### src/rtl/microtile_vec_ram.sv
// Vector memory: DEPTH x {mask, exp, stim}, synchronous write, asynchronous read, no reset.
module microtile_vec_ram #(
    parameter int unsigned DEPTH  = 16,
    parameter int unsigned ADDR_W = $clog2(DEPTH)
) (
    input  logic              clk,
    input  logic              we,
    input  logic [ADDR_W-1:0] waddr,
    input  logic [23:0]       wdata,
    input  logic [ADDR_W-1:0] raddr,
    output logic [23:0]       rdata
);

    logic [23:0] mem [DEPTH];

    always_ff @(posedge clk) begin
        if (we) begin
            mem[waddr] <= wdata;
        end
    end

    assign rdata = mem[raddr];

endmodule

### config.mk
export PLATFORM = sky130hd
export DESIGN_NAME = microtile_vec_ram
export DESIGN_NICKNAME = d
export VERILOG_FILES = /design/src/rtl/microtile_vec_ram.sv
export SDC_FILE = /design/constraint.sdc
export NUM_CORES = 1
export LEC_CHECK = 0
export BUFFER_PORTS_ARGS = -buffer_cell sky130_fd_sc_hd__buf_2
export CAP_MARGIN = 20
export CORE_ASPECT_RATIO = 0.5
export CORE_UTILIZATION = 66
export DETAILED_ROUTE_END_ITERATION = 12
export PLACE_DENSITY = 0.92
export SETUP_SLACK_MARGIN = 0.4
export SLEW_MARGIN = 20
export SYNTH_ARGS = -nofsm -noshare
export SYNTH_HDL_FRONTEND = slang
export SYNTH_SLANG_ARGS = --single-unit
### constraint.sdc
create_clock -name clk -period 5.1 [get_ports clk]
set_input_delay 0 -clock clk [delete_from_list [all_inputs] [get_ports clk]]
set_output_delay 0 -clock clk [all_outputs]
set_load 0.01 [all_outputs]
**Yosys cells after proc, flatten, opt, wreduce, memory -nomap -nowiden**

Memory sizes are Yosys's and may differ from the RTL's.
Index checks and enable logic that the tools add are counted.

- Mux-type cells: 2

Operators by type and width:

| kind | number |
|---|---|
| 1-bit two-way mux | 2 |

- Bits in registers: 0
- Bits in writable memories: 384
- Input bits: 34
- Logic and storage cells: 3
- Memories: 1

Memories:

| memory | depth | bits a word | read ports | clocked after Yosys merged registers in | write ports | RTL line | RTL |
|---|---|---|---|---|---|---|---|
| mem | 16 | 24 | 1 | 0 | 1 | 14 | `logic [23:0] mem [DEPTH];` |

**Logic depth before layout (Yosys ltp)**

- Word-level depth: 2
- Gate-level depth with buffers: 6
- Mapped depth without buffers: 3

**Worst setup path after synthesis**

No wires, ideal clock.

- Path kind: input-to-reg
- From: input port waddr[2]
- To: memory mem[0][0] (enable)
- Arrival: 2182 ps
- Slack: 2483 ps
- Cell stages on the path: 2
- Buffers on the path: 0
- Cell sequence: or3b_2 > nor3_1

RTL lines:

| what | RTL line | RTL |
|---|---|---|
| from (decl) | 8 | `input logic [ADDR_W-1:0] waddr,` |
| to (decl) | 14 |  |

Straight into the memory's write port.

**Final worst setup path**

- From: input port raddr[0]
- To: output port rdata[4]

- Cells in the longest elaborated chain, start to end: 1

Ends and longest elaborated chain:

| what | RTL line | RTL |
|---|---|---|
| from (decl) | 10 | `input logic [ADDR_W-1:0] raddr,` |
| memory 16 x 24 bit | - |  |
| to (decl) | 11 | `output logic [23:0] rdata` |

Every way passes these cells.

==> run summary <==
- false — setup repair after global routing missed its margin
- 21020 sq um — Core Footprint
- edfxtp_1 — top-count cell post-synth
- 211.3 microns — DIE WIDTH
- 31 — number of buffers inserted during clock tree synthesis
- mem[8][20]$_DFFE_PP_ — Hold EP
- 0 — number of pins exceeding their max-slew limit in the final report
- 6.372 mW — PnR Total Power
- 0 — # Post-CTS Setup Buffers
- 0 — total number of yosys warnings
- mem — Largest Register
- 384 — clk sink count
- clkbuf_8, buf_4, mux4_2, a22oi_1, nand2_1, buf_2 — Critical Path, Cell by Cell
- 0.4662 — final worst path period share
- 13.73% — layout-stage area growth over the synthesis result
- 7573 — via count of the routed design
- 1221 — Iteration-0 DRC Markers
- 0 — Remaining DRCs
- primary input to output port — startpoint-to-endpoint class of the critical path
- 0 — antenna violations before repair
- 58 — I/O pin total
- 0 — async set-or-reset flop fraction in the synthesized netlist
- 78 — largest net degree at the start of global routing
- 16320 microns — Post-DP HPWL
- 0 — grt ovf
- 0 — number of antenna-violating nets in the routed design
- 3 — Clock Tree Buf Depth
- 3 — Hold Crit Depth
- output port — nature of the critical path endpoint
- 5 — drt first pass iters
- 7.324 — Vias per Instance
- 0.3439 — global-route usage over all layers
- 0.7312 — gpl congestion
- 15 — synth unique cells
- 70 ps — clock input transition at the sequential cells of the worst setup and hold paths
- 22530 sq um — die footprint
- 0 — number of maximum-capacitance constraint violations
- 0.7819 — utilization after layout
- 5.279 nW — Static Leakage
- 2380 ps — data arrival time of the worst path
- we — launch point of the worst hold path
- edfxtp_1 (80%), mux4_2 (15%), a22oi_1 (2.5%) — synth top area cells
- 387.7 nW/um^2 — total power density per cell area
- 0.4206 GHz — top achievable clock speed
- 0.3229 — headroom to the max-slew limit
- 752 — # nets final
- 106.6 microns — vertical die dimension
- edfxtp_1 (384), mux4_2 (96), a22oi_1 (48) — synth cell count leaders
- 36710 microns — total routed wirelength
- 3 — worst path bufs/invs
- finished clean — result of the run
- 0.7980 — sequential element share of the synthesized area
- 646 — post-synthesis net count
- 35.50 microns — routed length per instance
- 52630 microns — wire length of the first global-routing pass
- edfxtp_1 — cell type with the largest total area after synthesis
- clkbuf_8 — cell at the slowest stage of the critical path
- 0.6875 — initial cell density of the core
- 6 — Worst path depth
- 7792 — via count of the first global-routing pass
- 384 — #FFs+latches synth
- 0 — number of diodes added for antenna fixing
- 2378 ps — minimum clock period after layout
- 1 — CTS HTree Levels
- 1016 ps — pin slew with the least headroom to its limit
- 0.3438 mV — worst-case vdd ir drop
- 0.3235 — fraction of layout instances using a drive strength above 1
- mem x384 — largest registers
- 0 ps — setup tns final
- 0 — endpoints failing hold
- 0 — Finish-stage setup viols
- primary input to register — HP Class
- edfxtp_1 — commonest register cell after synthesis
- 612 — count of mapped cells out of synthesis
- 37 — row cnt
- 700 ps — delay of the slowest cell on the worst path
- 77 — Max FO, Critical Path
- 0.7980 — share of the synthesized area in the top cell type
- 57 — I/O Buffers
- 5100 ps — CP required
- 384 — number of synthesized flops with an enable pin
- buffers and inverters — delay-heaviest family, CP
- primary input — kind of start point of the critical path
- 14450 sq um — Syn Std Cell Area
- 23.61 sq um — mean post-synth cell area
- clkbuf_16 — Root Buffer
- yes — TritonCTS clock tree
- 384 — max FFs per register
-- tightest hold or removal path, cell delays in order --
cell	delay, ps
buf_2	130
nand3b_1	260
nor3_2	170
-- cell type report --
class,count,area (sq um)
well taps,292,365.4
clock inverters,21,202.7
repair buffers,106,732.0
fillers,964,4583
multi-input cells,195,2809
clock buffers,36,794.5
flip-flops and latches,384,11530
-- cells by family after synthesis --
logic type / after synthesis / share of synthesized area
AND/OR/NAND/NOR: 51 / 0.01541
multiplexers: 96 / 0.1496
buffers and inverters: 33 / 0.01204
AO/OA/AOI/OAI: 48 / 0.02494
flip-flops: 384 / 0.7980
-- layout by cell type (no fill, tap or decap) --
| cell | instances |
|---|---|
| a22oi_1 | 48 |
| and2_1 | 1 |
| buf_2 | 55 |
| buf_4 | 23 |
| bufinv_16 | 4 |
| clkbuf_1 | 5 |
| clkbuf_16 | 31 |
| clkbuf_8 | 1 |
| clkinv_1 | 7 |
| clkinv_2 | 8 |
| clkinvlp_4 | 1 |
| dlygate4sd3_1 | 27 |
| edfxtp_1 | 384 |
| inv_6 | 1 |
| mux4_2 | 96 |
| nand2_1 | 25 |
| nand2b_1 | 2 |
| nand3_1 | 1 |
| nand3b_1 | 2 |
| nor2_2 | 13 |
| nor2b_2 | 2 |
| nor3_2 | 3 |
| nor3_4 | 1 |
| or3b_2 | 1 |
-- how the worst max path moves through the flow --
stage | startpoint | endpoint | slack (ps)
detailed placement | raddr[0] | rdata[6] | 2650
global placement | raddr[0] | rdata[9] | 2680
floorplan | waddr[2] | mem[0][0]$_DFFE_PP_ | 2480
finish | raddr[0] | rdata[4] | 2720
CTS | raddr[0] | rdata[4] | 2550
global route | raddr[0] | rdata[4] | 2540
-- layer usage --
layer | up-vias | share of wire | track usage
met3 | 133 | 0.12 | 0.06385
met1 | 3845 | 0.34 | 0.4671
li1 | 2833 | - | -
met5 | - | 0 | 0
met2 | 762 | 0.50 | 0.5630
met4 | 0 | 0.044 | 0.1501
-- power by group --
part	switching (mW)	total [mW]	internal (mW)
Clock	1.13	2.45	1.32
Sequential	0.0240	3.56	3.54
Combinational	0.216	0.362	0.147
-- repair_timing --
| item | 4_1_cts | 5_1_grt |
|---|---|---|
| resized for setup | 0 | 0 |
| hold endpoints to repair | 392 | 0 |
| hold buffers | 27 | 0 |
-- metrics by stage --
stage / worst slack [ps] / area (sq um) / hold slack [ps] / std cells
global route: 2538 / 16430 / 192.8 / 1034
global placement: 2685 / 15160 / 356.0 / 950
finish: 2722 / 16430 / 198.5 / 1034
floorplan: 2483 / 14450 / 98.87 / 612
CTS: 2552 / 16430 / 142.1 / 1034
detailed placement: 2646 / 15160 / 380.0 / 950
No activity file was read; power rests on OpenSTA's default activity.
